$ cat config.mk
export PLATFORM = sky130hd
export DESIGN_NAME = usb_host_protocol_fsm
export DESIGN_NICKNAME = d
export VERILOG_FILES = /design/src/rtl/usb_host_protocol_fsm.sv
export SDC_FILE = /design/constraint.sdc
export NUM_CORES = 1
export LEC_CHECK = 0
export CAP_MARGIN = 25
export CORE_MARGIN = 2
export CORE_UTILIZATION = 44
export CTS_CLUSTER_DIAMETER = 50
export CTS_CLUSTER_SIZE = 24
export DETAILED_ROUTE_END_ITERATION = 10
export PLACE_DENSITY = 0.91
export RECOVER_POWER = 50
export SYNTH_ARGS = -nofsm -noshare
export SYNTH_HDL_FRONTEND = slang
export SYNTH_SLANG_ARGS = --single-unit
$ cat constraint.sdc
create_clock -name clk -period 2.4 [get_ports clk]
set_input_delay 0.36 -clock clk [delete_from_list [all_inputs] [get_ports clk]]
set_output_delay 0.36 -clock clk [all_outputs]
set_load 0.03 [all_outputs]
$ cat src/rtl/usb_host_protocol_fsm.sv
// Host-side USB transaction sequencer: sends token/data/handshake packets to the
// datapath encoder, waits for device responses and retries on NAK, corruption or timeout.
module usb_host_protocol_fsm #(
  parameter int TIMEOUT   = 256,
  parameter int MAX_RETRY = 8,
  parameter int CNT_W     = 9
) (
  input  logic        clk,
  input  logic        rst_b,
  input  logic        txn_start,
  input  logic        txn_read,
  input  logic [6:0]  txn_addr,
  input  logic [3:0]  txn_endp,
  input  logic [63:0] txn_wdata,
  output logic        busy,
  output logic        txn_done,
  output logic        txn_ok,
  output logic [63:0] txn_rdata,
  output logic [98:0] pkt_in,
  output logic        pkt_in_avail,
  input  logic        encoder_ready,
  input  logic        nrzi_avail,
  input  logic [98:0] pkt_out,
  input  logic        pkt_out_avail,
  input  logic        data_good,
  input  logic        decoder_ready,
  output logic        re
);
  localparam int RETRY_W = $clog2(MAX_RETRY + 1);

  localparam logic [7:0] PID_OUT   = 8'hE1;
  localparam logic [7:0] PID_IN    = 8'h69;
  localparam logic [7:0] PID_DATA0 = 8'hC3;
  localparam logic [7:0] PID_ACK   = 8'hD2;
  localparam logic [7:0] PID_NAK   = 8'h5A;

  typedef enum logic [2:0] {IDLE, TX_TOKEN, TX_DATA, TX_HS, TX_WAIT, RX_WAIT, DONE} state_t;
  typedef enum logic [1:0] {AFT_DATA, AFT_RX, AFT_DONE, AFT_RETRY} after_t;

  state_t             r_state;
  after_t             r_after;
  logic               r_read;
  logic [6:0]         r_addr;
  logic [3:0]         r_endp;
  logic [63:0]        r_wdata;
  logic               r_hs_nak;
  logic [RETRY_W-1:0] r_retry;
  logic [CNT_W-1:0]   r_cnt;
  logic [1:0]         r_hold;
  logic               r_busy;
  logic               r_done;
  logic               r_ok;
  logic [63:0]        r_rdata;
  logic [98:0]        r_pkt;
  logic               r_pkt_avail;
  logic               r_re;

  logic w_tx_go, w_wait_go, w_timeout, w_last_try;
  logic w_rx, w_rx_ack, w_rx_bad, w_rx_data, w_retry, w_finish;
  logic w_unused;

  assign w_tx_go    = encoder_ready && !nrzi_avail;
  // The minimum gap after a strobe gives the encoder time to drop its ready flag.
  assign w_wait_go  = (r_state == TX_WAIT) && (r_hold == 2'd2) && w_tx_go;
  assign w_timeout  = (r_cnt == CNT_W'(TIMEOUT - 1));
  assign w_last_try = (r_retry == RETRY_W'(MAX_RETRY));
  assign w_rx       = (r_state == RX_WAIT) && pkt_out_avail;
  assign w_rx_ack   = w_rx && !r_read && (pkt_out[98:91] == PID_ACK);
  assign w_rx_bad   = w_rx && r_read && !data_good;
  assign w_rx_data  = w_rx && r_read && data_good && (pkt_out[98:91] == PID_DATA0);
  assign w_retry    = ((r_state == RX_WAIT) && (pkt_out_avail || w_timeout) &&
                       !w_rx_ack && !w_rx_bad && !w_rx_data) ||
                      (w_wait_go && (r_after == AFT_RETRY));
  assign w_finish   = w_rx_ack || (w_wait_go && (r_after == AFT_DONE));
  assign w_unused   = ^{pkt_out[90:80], pkt_out[15:0]};

  always_ff @(posedge clk) begin
    if (rst_b) begin
      r_state     <= IDLE;
      r_after     <= AFT_DATA;
      r_read      <= 1'b0;
      r_addr      <= '0;
      r_endp      <= '0;
      r_wdata     <= '0;
      r_hs_nak    <= 1'b0;
      r_retry     <= '0;
      r_cnt       <= '0;
      r_hold      <= '0;
      r_busy      <= 1'b0;
      r_done      <= 1'b0;
      r_ok        <= 1'b0;
      r_rdata     <= '0;
      r_pkt       <= '0;
      r_pkt_avail <= 1'b0;
      r_re        <= 1'b0;
    end else begin
      // NOTE: pulses default low every cycle; later assignments in this block win.
      r_pkt_avail <= 1'b0;
      r_done      <= 1'b0;
      r_re        <= 1'b0;
      case (r_state)
        IDLE, DONE: begin
          r_state <= IDLE;
          if (txn_start) begin
            r_read  <= txn_read;
            r_addr  <= txn_addr;
            r_endp  <= txn_endp;
            r_wdata <= txn_wdata;
            r_retry <= RETRY_W'(1);
            r_cnt   <= '0;
            r_busy  <= 1'b1;
            r_ok    <= 1'b0;
            r_state <= TX_TOKEN;
          end
        end
        TX_TOKEN: if (w_tx_go) begin
          r_pkt       <= {(r_read ? PID_IN : PID_OUT), r_addr, r_endp, 80'd0};
          r_after     <= r_read ? AFT_RX : AFT_DATA;
          r_pkt_avail <= 1'b1;
          r_hold      <= '0;
          r_state     <= TX_WAIT;
        end
        TX_DATA: if (w_tx_go) begin
          r_pkt       <= {PID_DATA0, 11'd0, r_wdata, 16'd0};
          r_after     <= AFT_RX;
          r_pkt_avail <= 1'b1;
          r_hold      <= '0;
          r_state     <= TX_WAIT;
        end
        TX_HS: if (w_tx_go) begin
          r_pkt       <= {(r_hs_nak ? PID_NAK : PID_ACK), 91'd0};
          r_after     <= r_hs_nak ? AFT_RETRY : AFT_DONE;
          r_pkt_avail <= 1'b1;
          r_hold      <= '0;
          r_state     <= TX_WAIT;
        end
        TX_WAIT: begin
          if (r_hold != 2'd2) r_hold <= r_hold + 2'd1;
          if (w_wait_go) begin
            if (r_after == AFT_DATA) begin
              r_state <= TX_DATA;
            end else if ((r_after == AFT_RX) && decoder_ready) begin
              r_state <= RX_WAIT;
              r_re    <= 1'b1;
              r_cnt   <= '0;
            end
          end
        end
        RX_WAIT: begin
          if (w_rx_bad || w_rx_data) begin
            r_hs_nak <= w_rx_bad;
            r_state  <= TX_HS;
          end else if (!pkt_out_avail && !w_timeout) begin
            r_re  <= 1'b1;
            r_cnt <= r_cnt + 1'b1;
          end
          if (w_rx_data) r_rdata <= pkt_out[79:16];
        end
        default: r_state <= IDLE;
      endcase

      if (w_finish) begin
        r_state <= DONE;
        r_done  <= 1'b1;
        r_ok    <= 1'b1;
        r_busy  <= 1'b0;
      end
      if (w_retry) begin
        if (w_last_try) begin
          r_state <= DONE;
          r_done  <= 1'b1;
          r_ok    <= 1'b0;
          r_busy  <= 1'b0;
        end else begin
          r_retry <= r_retry + 1'b1;
          r_cnt   <= '0;
          r_state <= TX_TOKEN;
        end
      end
    end
  end

  assign busy         = r_busy;
  assign txn_done     = r_done;
  assign txn_ok       = r_ok;
  assign txn_rdata    = r_rdata;
  assign pkt_in       = r_pkt;
  assign pkt_in_avail = r_pkt_avail;
  assign re           = r_re;
endmodule

==> impl_metrics.csv <==
group,metric,value,unit
synth,synth_top_area_share,55.37,%
worst_hold_path,hold_path_class,"input pin to flip-flop",
final_layout,drive_gt1_share,7.057,%
final_layout,area_delta_synth_final,48.63,%
final_layout,register_area,4947,um2
worst_setup_path,crit_chain,"and3_4 -> nand3_1 -> nor2_1 -> ha_1 -> nor2_1 -> or3_4 -> or2_4 -> o211a_2 -> o311a_1",
sta,fmax,438.2,MHz
power_and_ir_drop,comb_power_share,17.3,%
place,port_buffers,306,
floorplanning,die-area,21450,um2
worst_setup_path,required,2.82,ns
sta,worstMarginPinSlew,0.8383,ns
power_and_ir_drop,clockPowerShare,40.9,%
floorplanning,design.core.area,20100,um2
final_layout,final_core_util,66.02,%
final_layout,finalInstanceArea,13270,um2
synth,synth_warnings,0,
drt,antenna_left,0,
power_and_ir_drop,p_int,7.794,mW
global_routing,grt_pass1_wl,42100,um
clock_network,insertion_delay,0.54,ns
global_routing,grt_max_degree,72,
synth,synth_most_common_cell,"nand2_1",
clock_network,cts.root.buffer_cell,"clkbuf_16",
sta,slew_headroom,43.52,%
place,placed_cell_area,12310,um2
floorplanning,io_pins,351,
sta,final-hold-violation-count,0,
final_layout,fin_nets,1498,
synth,ys_types,54,
worst_setup_path,slowest_stage,"dfxtp_1",
worst_setup_path,crit_cells,9,
floorplanning,die_w,146.5,um
floorplanning,rows,52,
worst_setup_path,crit_path_frequent_cell,"nor2_1",
worst_setup_path,end_kind,"flip-flop",
outcome,status,"finished clean",
clock_network,cts_sinks,247,
clock_network,htreeDepth,1,
synth,yosys-top-cells-count,"295 x nand2_1, 247 x dfxtp_1, 163 x a21oi_1",
power_and_ir_drop,ir_drop,0.0005893,V
drt,vias_per_cell,5.306,
sta,fin_crit_sh,95.08,%
power_and_ir_drop,power.density,834.9,nW/um2
global_routing,grt_pass1_vias,8321,
place,hpwl,18090,um
global_routing,track_usage,23.97,%
worst_setup_path,crit_type,"flip-flop to flip-flop",
clock_network,clk_transition_reported_paths,0.08,ns
synth,ys.flop_type,"dfxtp_1",
synth,synth_enable_flop_cells,0,
drt,routed_wl,26550,um
worst_hold_path,worstHoldPathCells,2,
worst_setup_path,critPathBufInv,0,
drt,vias,8500,
final_layout,fillCellCount,1464,
worst_setup_path,reg2reg_depth,9,
synth,synth_async_sr_flop_share,0,%
final_layout,diodes,0,
global_routing,grt.overflow.total,0,
synth,ys_seq_elements,247,
sta,fin_crit,2.282,ns
clock_network,hold_buffers,0,
clock_network,cts_tree,"yes",
synth,synth_area_leaders,"dfxtp_1 55%, nand2_1 12%, a21oi_1 9.1%, a22o_1 7.4%, clkbuf_1 1.7%",
sta,slew_viol_final,0,
synth,yosysSeqAreaShare,55.37,%
final_layout,multi_input_area,3613,um2
synth,synth_area_leader_cell,"dfxtp_1",
floorplanning,start_util,44.42,%
power_and_ir_drop,switching_power,3.288,mW
sta,worst_slack,0.1181,ns
worst_setup_path,cp.arrival,2.71,ns
sta,hold_ws,0.2915,ns
clock_network,cts.path.max_buffers,3,
floorplanning,die-height,146.5,um
drt,drt_iter0_drc,466,
synth,avgSynthCellArea,8.789,um2
power_and_ir_drop,swShare,29.67,%
sta,rsz0062_at_grt,"no",
job,drv_cap,0,
place,pre_cts_ws,-0.01375,ns
drt,drc,0,
sta,finalSetupViolCount,0,
synth,syn_area,8930,um2
clock_network,cts_setup_buffers,0,
power_and_ir_drop,seq_power_share,41.8,%
place,gp_congestion,0.8288,
power_and_ir_drop,power_leakage,5.123,nW
worst_setup_path,worstPathMaxFanout,5,
sta,fin_skew,0.01896,ns
worst_setup_path,cpPeakStageDelay,0.38,ns
synth,synthCells,1016,
drt,dr.pass1.iters,5,
worst_setup_path,cpLargestDelayFamily,"simple AND/OR/NAND/NOR gates",
global_routing,antenna_found_initial,0,
clock_network,numCtsBuffers,28,
drt,routedWlPerCell,16.57,um
worst_setup_path,start_kind,"flip-flop",
-- power groups by stage --
| stage | clock network, mW | registers, mW | logic (mW) |
|---|---|---|---|
| final | 4.53 | 4.63 | 1.92 |
| after global routing | 4.77 | 4.66 | 2.13 |
| after CTS | 4.59 | 4.63 | 1.98 |
| after detailed placement | 0 | 4.72 | 1.96 |
| after global placement | 0 | 4.69 | 1.90 |
| after floorplan | 0 | 4.72 | 1.15 |
-- final timing paths --
| path | from | to | slack [ns] |
|---|---|---|---|
| min reg2reg | txn_rdata[14]$_SDFFE_PP0P_ | txn_rdata[14]$_SDFFE_PP0P_ | 0.44 |
| min | rst_b | r_wdata[57]$_SDFFE_PP0P_ | 0.29 |
| max reg2reg | r_cnt[3]$_SDFF_PP0_ | r_state[0]$_SDFFE_PP0P_ | 0.12 |
| max | r_cnt[3]$_SDFF_PP0_ | r_state[0]$_SDFFE_PP0P_ | 0.12 |
-- through the flow --
stage | TNS [ns] | power [mW] | instances
detailed placement | -0.01801 | 6.676 | 1550
floorplan | 0 | 5.873 | 1032
finish | 0 | 11.08 | 1602
global route | 0 | 11.56 | 1602
global placement | 0 | 6.588 | 1550
CTS | 0 | 11.20 | 1602
-- routing by layer --
layer  GRT usage [%]  wire length (um)
met1           27.26             10180
met2           43.44             13330
met3           6.156              2133
met4           8.544               899
met5               0                 0
-- cells in the final DEF, fill, tap and decap left out, types with 4 or more instances in the layout --
| cell | count |
|---|---|
| a21oi_1 | 163 |
| a22o_1 | 75 |
| a31oi_1 | 4 |
| and3_1 | 4 |
| buf_12 | 6 |
| buf_4 | 16 |
| clkbuf_1 | 4 |
| clkbuf_16 | 29 |
| clkbuf_4 | 4 |
| clkdlybuf4s50_1 | 239 |
| clkinv_2 | 4 |
| conb_1 | 17 |
| dfxtp_1 | 245 |
| dlygate4sd3_1 | 66 |
| ha_1 | 4 |
| inv_1 | 9 |
| inv_6 | 4 |
| nand2_1 | 295 |
| nand3_1 | 10 |
| nand4_1 | 5 |
| nor2_1 | 23 |
| nor2b_1 | 7 |
| nor3_1 | 10 |
| nor3b_1 | 4 |
| o211a_1 | 4 |
| o21ai_0 | 10 |
-- layout make-up --
cell class | instances | area share, %
Tap cell | 270 | 2.545
Inverter | 9 | 0.2545
Multi-Input combinational cell | 690 | 27.22
Timing Repair Buffer | 334 | 25.12
Clock inverter | 19 | 1.772
Clock buffer | 33 | 5.807
Sequential cell | 247 | 37.27
-- kinds of logic after synthesis --
group                      after synthesis  share of synthesized area, %
AOI/OAI and AO/OA                      284                         20.32
adders and majority gates                5                        0.7006
buffers and inverters                   95                         5.128
DFF                                    247                         55.37
other                                    1                       0.04199
and+or+nand+nor                        384                         18.44
-- flip-flops by register name, summed over array words and instances (netlist names), 2 cells and up, named ones only --
| signal | flops |
|---|---|
| r_wdata | 64 |
| r_hold | 2 |
| r_cnt | 9 |
| r_retry | 3 |
| pkt_in | 82 |
| r_state | 3 |
| txn_rdata | 64 |
| r_addr | 7 |
| r_endp | 4 |
-- timing repair --
| item | 4_1_cts | 5_1_grt |
|---|---|---|
| hold endpoints to repair | 0 | 0 |
| resized for setup | 0 | 5 |
| endpoints found under the setup margin | 0 | 7 |
(Power assumes the default switching activity.)
